`src/rtl/freq_meter.sv`:
```
// Frequency meter: measures the period and high time of a slow square wave in clk cycles.
// A rise arms the measurement; each later rise publishes a result held until acknowledged.
// A period longer than TMO cycles drops the meter back to idle and pulses o_timeout.
module freq_meter #(
    parameter int unsigned W   = 16,
    parameter int unsigned TMO = 1000
) (
    input  logic         clk,
    input  logic         reset,
    input  logic         i_sig,
    input  logic         i_ack,
    output logic         o_valid,
    output logic [W-1:0] o_period,
    output logic [W-1:0] o_high,
    output logic         o_lock,
    output logic         o_timeout,
    output logic         o_overrun
);

    typedef enum logic [0:0] {StIdle, StMeas} state_e;

    state_e         state_q, state_d;
    logic           s1_q, s2_q, s3_q;
    logic [W-1:0]   cnt_q, cnt_d;
    logic [W-1:0]   hi_cap_q, hi_cap_d;
    logic [W-1:0]   period_q, period_d;
    logic [W-1:0]   high_q, high_d;
    logic           valid_q, valid_d;
    logic           lock_q, lock_d;
    logic           timeout_q, timeout_d;
    logic           overrun_q, overrun_d;

    logic           rise, fall, load, tmo_hit, accept;

    // s3 is the delayed copy of s2, so both edge types see the same latency.
    assign rise   = s2_q & ~s3_q;
    assign fall   = ~s2_q & s3_q;
    assign accept = i_ack & valid_q;

    // Synchronizer, edge-delay flop and all measurement state.
    always_ff @(posedge clk or posedge reset) begin
        if (reset) begin
            s1_q      <= 1'b0;
            s2_q      <= 1'b0;
            s3_q      <= 1'b0;
            state_q   <= StIdle;
            cnt_q     <= '0;
            hi_cap_q  <= '0;
            period_q  <= '0;
            high_q    <= '0;
            valid_q   <= 1'b0;
            lock_q    <= 1'b0;
            timeout_q <= 1'b0;
            overrun_q <= 1'b0;
        end else begin
            s1_q      <= i_sig;
            s2_q      <= s1_q;
            s3_q      <= s2_q;
            state_q   <= state_d;
            cnt_q     <= cnt_d;
            hi_cap_q  <= hi_cap_d;
            period_q  <= period_d;
            high_q    <= high_d;
            valid_q   <= valid_d;
            lock_q    <= lock_d;
            timeout_q <= timeout_d;
            overrun_q <= overrun_d;
        end
    end

    // Next-state: FSM, interval counter, result capture and handshake flags.
    always_comb begin
        state_d   = state_q;
        cnt_d     = cnt_q;
        hi_cap_d  = hi_cap_q;
        period_d  = period_q;
        high_d    = high_q;
        load      = 1'b0;
        tmo_hit   = 1'b0;

        unique case (state_q)
            StIdle: begin
                if (rise) begin
                    state_d = StMeas;
                    cnt_d   = W'(1);
                end
            end
            StMeas: begin
                // A rise on the same cycle the count hits TMO still yields a result.
                if (rise) begin
                    load     = 1'b1;
                    cnt_d    = W'(1);
                    period_d = cnt_q;
                    high_d   = hi_cap_q;
                end else if (cnt_q == W'(TMO)) begin
                    tmo_hit = 1'b1;
                    state_d = StIdle;
                    cnt_d   = '0;
                end else begin
                    cnt_d = cnt_q + W'(1);
                    if (fall) begin
                        hi_cap_d = cnt_q;
                    end
                end
            end
            default: state_d = StIdle;
        endcase

        valid_d = valid_q;
        if (load) begin
            valid_d = 1'b1;
        end else if (accept) begin
            valid_d = 1'b0;
        end

        // Overwriting an unacknowledged result wins over a same-cycle clear.
        overrun_d = overrun_q;
        if (load && valid_q && !i_ack) begin
            overrun_d = 1'b1;
        end else if (accept) begin
            overrun_d = 1'b0;
        end

        lock_d = lock_q;
        if (load) begin
            lock_d = 1'b1;
        end else if (tmo_hit) begin
            lock_d = 1'b0;
        end

        timeout_d = tmo_hit;
    end

    assign o_valid   = valid_q;
    assign o_period  = period_q;
    assign o_high    = high_q;
    assign o_lock    = lock_q;
    assign o_timeout = timeout_q;
    assign o_overrun = overrun_q;

endmodule

```
`config.mk`:
```
export PLATFORM = sky130hd
export DESIGN_NAME = freq_meter
export DESIGN_NICKNAME = d
export VERILOG_FILES = /design/src/rtl/freq_meter.sv
export SDC_FILE = /design/constraint.sdc
export NUM_CORES = 1
export LEC_CHECK = 0
export BUFFER_PORTS_ARGS = -buffer_cell sky130_fd_sc_hd__buf_4
export CAP_MARGIN = 15
export CORE_AREA = 5 5 107 59
export CTS_CLUSTER_SIZE = 10
export DETAILED_ROUTE_END_ITERATION = 8
export DIE_AREA = 0 0 112 64
export MAX_ROUTING_LAYER = met4
export PLACE_DENSITY = 0.93
export SETUP_SLACK_MARGIN = 0.02
export SLEW_MARGIN = 25
export SYNTH_ARGS = -nofsm -noshare
export SYNTH_HDL_FRONTEND = slang
export SYNTH_SLANG_ARGS = --single-unit
```
`constraint.sdc`:
```
create_clock -name clk -period 7 [get_ports clk]
set_clock_uncertainty 0.15 [all_clocks]
set_input_delay 2.1 -clock clk [delete_from_list [all_inputs] [get_ports clk]]
set_output_delay 2.1 -clock clk [all_outputs]
set_load 0.01 [all_outputs]
```
Word-level counts from Yosys, hierarchy flattened:

Cells that the tools add are included.

* register bits: 72
* input bits: 4
* output and inout port bits: 36
* logic and storage cells: 48

* $add $sub $neg: 1
* eq/ne operators: 2
* muxes and demuxes: 17
* bitwise operators: 8
* reduce and logical (&&, ||, !) cells: 8

Operators by type and width (count)
* $mux 16: 3
* $pmux 16 s2: 1
* $add 16x1->16 const B: 1
* $eq 16x10->1 const B: 1
* $mux 1: 12
* $reduce_bool 2->1: 3
* $not 1->1: 5
* $reduce_and 4->1: 1
* $and 1x1->1: 3
* $logic_and 1x1->1: 2
* $ne 2x2->1 const B: 1
* $pmux 1 s2: 1
* $reduce_and 2->1: 1
* $logic_not 1->1: 1

Logic depth before layout (Yosys ltp):

Gate-level depths: netlist (run 1).

* depth in word-level cells: 7
* gate-level depth with buffers: 8
* mapped depth without buffers: 6

Worst setup path after synthesis (run 1):

Ideal clock, no wire load.

* kind: register to output
* start: register valid_q, in the netlist o_valid
* end: output o_valid
* data arrival time: 0.403 ns
* required time: 4.750 ns
* slack: 4.347 ns
* cell stages (with the launch flop): 1
* path buffers: 0
* path through: dfrtp_1

RTL lines
* start, declared: RTL line 28 `logic valid_q, valid_d;`
* start signal, assigned: RTL line 64 `valid_q <= valid_d;`
* end, declared: RTL line 12 `output logic o_valid,`

No word-level cell between the ends.

Worst setup path in the final report (run 1):

* start: register valid_q, in the netlist o_valid
* end: output o_valid

No word-level cell between the ends.

==> impl_metrics.tcl, run 1 <==
set metrics [dict create \
    vias 2109 \
    postSynthCellCount 244 \
    cp_max_fo 4 \
    worstSetupPathDepth 1 \
    synth.mux.area_fraction_pct 17.26 \
    final-hold-violation-count 0 \
    wire_per_inst_um 17.64 \
    initial_core_util_pct 58.78 \
    antenna_cells 0 \
    synth_top_area_cell "dfrtp_1" \
    timing.final.ws_setup_ps 3832 \
    wirelength_um 6296 \
    synth-edff-count 0 \
    hp-start "s1_q" \
    avgViaCountPerCell 5.908 \
    synth_xor_area_share_pct 0.5673 \
    r2r_setup_slack_ps 3960 \
    core_area_sq_um 5254 \
    cts.sinks 72 \
    crit_required_ps 4750 \
    antenna_found_initial 0 \
    r2r_cells 6 \
    synth_compound_area_share_pct 7.374 \
    dieArea_sq_um 7168 \
    path_cells "buf_4" \
    post-place-ws_ps 3855 \
    layout_common_cells "dfrtp_1 (72), buf_4 (41), mux2_2 (34), nand2_1 (20), a31oi_1 (17)" \
    pwr_density_cell_nw_per_um2 300.2 \
    hold_ws_ps 214.8 \
    rows 19 \
    hpwl_um 4258 \
    ys_ff_latch 72 \
    num_io_pins 40 \
    dr.pass1.iters 5 \
    synth_flop_cell "dfrtp_1" \
    leakage_nw 1.769 \
    outcome "finished clean" \
    synth_nets 250 \
    syn_avg_cell_area_sq_um 12.66 \
    drt_iter0_markers 228 \
    grt_usage_pct 19.53 \
    worst-path-buf-inv 1 \
    max_stage_delay_ps 420 \
    start_kind "register" \
    clk_pin_slew_ps 70 \
    area_delta_synth_final_pct 17.14 \
    min_period_ps 3168 \
    numCtsBuffers 9 \
    tightest_slew_ps 1026 \
    cts.htree.levels 3 \
    cts_tree "done" \
    yosysWarnings 0 \
    maxSlewViolCount 0 \
    layout_commonest_cell "dfrtp_1" \
    critPathTopFamily "flip-flops" \
    fin_crit_sh_pct 45.25 \
    grt_pass1_wl_um 10580 \
    drive_above_1_share_pct 37.32 \
    fmax_mhz 315.7 \
    synth_top_family_by_area "multiplexers" \
    ctsHoldBuffers 0 \
    ys_async_sr_fraction_pct 100.0 \
    ant_nets 0 \
    cp_slowest_cell "dfrtp_1" \
    synth-adder-area-share_pct 0.8104 \
    die_height_um 64 \
    criticalPathCategory "register to output port" \
    clockRootBuffer "clkbuf_8" \
    worstSetupStartpoint "o_valid" \
    post_synth_num_cell_types 36 \
    seq_area_frac_synth_pct 58.35 \
    grt_pass1_vias 2065 \
    critical_path_arrival_ps 920 \
    hp-class "register to register" \
    clock_latency_ps 350 \
    regToRegStartpoint "cnt_q[0]" \
    worstReg2RegEnd "hi_cap_q[4]" \
    synth_area_leaders "dfrtp_1 (58%), mux2_2 (12%), mux2_4 (4.9%), a31oi_1 (3.4%), nand2_1 (2.4%)" \
    grt_max_degree 73 \
    finalSetupViolCount 0 \
    cts.repair.resized 0 \
    post-cts-setup-buffers 0 \
    final_nets 285 \
    yosys.area_share.simple_pct 11.67 \
    ir_worst_vdd_uv 160.9 \
    fillCellCount 381 \
    endpoint_kind "output port" \
    tns_ps 0 \
    gr-total-overflow 0 \
    drc 0 \
    max_slew_margin_pct 31.56 \
    portBuffers 39 \
    netlist_area_sq_um 3088 \
    rsz0062_at_grt "no" \
    dieWidth_um 112 \
    crit_end "o_valid" \
    yosysTopAreaCellShare_pct 58.35 \
    maxCapViolations 0 \
    clock_path_buffers 2 \
    globalplace.congestion 0.8984 \
]
## worst min-delay path by stage
stage | endpoint | slack (ps) | cells after the start
2_1_floorplan | s2_q | 180 | 0
3_3_place_gp | s2_q | 180 | 0
3_5_place_dp | s2_q | 200 | 0
4_1_cts | s2_q | 220 | 0
5_1_grt | s2_q | 220 | 0
6_report | s2_q | 210 | 0
## per-stage QoR
stage               cells  power (W)  cell area, sq um  util, %
CTS                   357   0.001092              3615    68.80
finish                357   0.001086              3617    68.85
detailed placement    341  0.0007350              3395    64.61
global route          357   0.001139              3617    68.85
global placement      341  0.0007237              3395    64.61
floorplan             244  0.0006577              3088        -
## cells by family after synthesis
family / after synthesis
buffers and inverters: 25
AND/OR/NAND/NOR: 63
adder cells (fa/ha/maj): 2
XOR/XNOR: 2
AO/OA/AOI/OAI: 36
multiplexers: 44
flip-flops: 72
## synth_stat cells (4+ instances only)
cell type and number:
inv_1 8, a31oi_1 17, o21ai_0 9, nor2_1 6, nor4_1 4, clkbuf_1 9
nand2_1 20, mux2_4 10, nand3b_1 5, dfrtp_1 72, nand3_1 9, nand4_1 6
mux2_2 34, buf_2 4
## sequential cells by signal (all words and copies together), names as in the netlist
name	cells
cnt_q	16
o_lock	1
o_timeout	1
o_period	16
o_high	16
s1_q	1
s3_q	1
s2_q	1
o_valid	1
o_overrun	1
state_q	1
hi_cap_q	16
## layout make-up
| type | count | area, sq um | share of cell area [%] |
|---|---|---|---|
| Sequential cell | 72 | 1802 | 49.81 |
| Multi-Input combinational cell | 147 | 1166 | 32.24 |
| Timing Repair Buffer | 41 | 307.8 | 8.509 |
| Clock buffer | 10 | 137.6 | 3.805 |
| Tap cell | 73 | 91.34 | 2.525 |
| Clock inverter | 6 | 82.58 | 2.283 |
| Inverter | 8 | 30.03 | 0.8302 |
## power by group
group	internal, W	switching (W)
Clock	0.000208	0.000150
Sequential	0.000475	0.0000643
Combinational	0.000105	0.0000831
Total	0.000788	0.000297
## per-layer routing
layer | share of wire [%] | up-vias | track usage, %
met3 | 8.3 | 13 | 6.598
met4 | 1.3 | 0 | 5.847
met2 | 41 | 100 | 26.57
met5 | 0 | - | -
li1 | - | 955 | -
met1 | 49 | 1041 | 27.78
No activity file was read; power rests on OpenSTA's default activity.
==> inputs of run 2 (changes only) <==
--- a/config.mk
+++ b/config.mk
@@ -7,12 +7,12 @@
 export LEC_CHECK = 0
 export BUFFER_PORTS_ARGS = -buffer_cell sky130_fd_sc_hd__buf_4
 export CAP_MARGIN = 15
-export CORE_AREA = 5 5 107 59
+export CORE_AREA = 5 5 111 61
 export CTS_CLUSTER_SIZE = 10
 export DETAILED_ROUTE_END_ITERATION = 8
-export DIE_AREA = 0 0 112 64
+export DIE_AREA = 0 0 116 66
 export MAX_ROUTING_LAYER = met4
-export PLACE_DENSITY = 0.93
+export PLACE_DENSITY = 0.87
 export SETUP_SLACK_MARGIN = 0.02
 export SLEW_MARGIN = 25
 export SYNTH_ARGS = -nofsm -noshare
==> constraint.sdc (replaced) <==
create_clock -name clk -period 3.05 [get_ports clk]
set_clock_uncertainty 0.15 [all_clocks]
set_input_delay 0.915 -clock clk [delete_from_list [all_inputs] [get_ports clk]]
set_output_delay 0.915 -clock clk [all_outputs]
set_load 0.01 [all_outputs]
==> impl_metrics.tcl, run 2 (synthesized netlist as in run 1, its figures left out) <==
set metrics [dict create \
    outcome "finished clean" \
    r2r_cells 7 \
    wirelength_um 6663 \
    crit_required_ps 3110 \
    clockRootBuffer "clkbuf_16" \
    maxSlewViolCount 0 \
    drc 0 \
    core_area_sq_um 5756 \
    finalSetupViolCount 0 \
    ctsHoldBuffers 0 \
    post-place-ws_ps 690.0 \
    numCtsBuffers 9 \
    dr.pass1.iters 4 \
    post-route-util_pct 64.91 \
    cts.repair.resized 0 \
    min_period_ps 2400 \
    wire_per_inst_um 18.30 \
    initial_core_util_pct 53.65 \
    fillCellCount 440 \
    tightest_slew_ps 795.5 \
    final-hold-violation-count 0 \
    hp-class "register to register" \
    portBuffers 39 \
    endpoint_kind "register" \
    hold_ws_ps 214.2 \
    die_height_um 66 \
    vias 2126 \
    globalplace.congestion 0.9764 \
    antenna_found_initial 0 \
    num_io_pins 40 \
    start_kind "register" \
    max_slew_margin_pct 46.48 \
    ant_nets 0 \
    drt_iter0_markers 201 \
    grt_pass1_wl_um 11360 \
    rsz0062_at_grt "no" \
    leakage_nw 1.824 \
    grt_usage_pct 20.24 \
    pwr_density_cell_nw_per_um2 708.4 \
    cts_tree "done" \
    hpwl_um 4494 \
    avgViaCountPerCell 5.841 \
    r2r_setup_slack_ps 650 \
    clock_latency_ps 330 \
    layout_commonest_cell "dfrtp_1" \
    grt_pass1_vias 2113 \
    tns_ps 0 \
    cts.htree.levels 3 \
    criticalPathCategory "register to register" \
    drive_above_1_share_pct 36.93 \
    gr-total-overflow 0 \
    post-cts-setup-buffers 0 \
    antenna_cells 0 \
    clk_pin_slew_ps 50 \
    final_nets 290 \
    fmax_mhz 416.7 \
    area_delta_synth_final_pct 20.99 \
    timing.final.ws_setup_ps 650.1 \
    dieWidth_um 116 \
    rows 20 \
    maxCapViolations 0 \
    holdPathStages 0 \
    fin_crit_sh_pct 78.68 \
    grt_max_degree 73 \
    ir_worst_vdd_uv 450.5 \
    dieArea_sq_um 7656 \
    layout_common_cells "dfrtp_1 (72), buf_4 (44), mux2_2 (34), nand2_1 (20), a31oi_1 (17)" \
    clock_path_buffers 2 \
    cts.sinks 72 \
    cp_max_fo 11 \
    critical_path_arrival_ps 2460 \
]
==> run 2: worst paths after layout <==
kind                       startpoint            to
setup / recovery             cnt_q[0]  hi_cap_q[13]
hold / removal                   s1_q          s2_q
setup reg to reg             cnt_q[0]  hi_cap_q[13]
hold reg to reg                  s1_q          s2_q
max in group asynchronous       reset          s2_q
min in group asynchronous       reset   o_period[8]
==> run 2: power breakdown <==
group          leakage [nW]  internal [W]  switching [W]
Combinational         0.733      0.000254       0.000210
Clock                 0.135      0.000608       0.000348
Sequential            0.956       0.00109       0.000134
Total                  1.82       0.00195       0.000692
==> run 2: stage by stage <==
stage	instances	power [W]	cell area [sq um]
final	364	0.002647	3736
after global placement	350	0.001688	3462
after detailed placement	350	0.001701	3462
after global routing	364	0.002785	3736
after floorplan	244	0.001509	3088
after CTS	364	0.002669	3736
==> run 2: routing by layer <==
layer / part of all wire, % / wire (um) / track usage [%]
met5: 0 / 0 / -
met3: 9.3 / 621 / 5.759
met1: 50 / 3314 / 30.38
met4: 1.5 / 102 / 8.104
met2: 39 / 2625 / 25.29
==> run 2: cell type report <==
cell class	count	area [sq um]	area share, %
sequential	72	1802	48.23
multi-input combinational	147	1164	31.15
timing repair buffer	46	370.4	9.913
clock buffer	14	274.0	7.334
tap	77	96.34	2.579
inverter	8	30.03	0.8038
==> run 2: critical path, cell delays in order (launching register included) <==
cell,delay (ps)
dfrtp_1,480
inv_1,130
ha_1,210
nor4b_2,160
nand4_2,110
and4b_1,470
buf_12,210
mux2_2,340
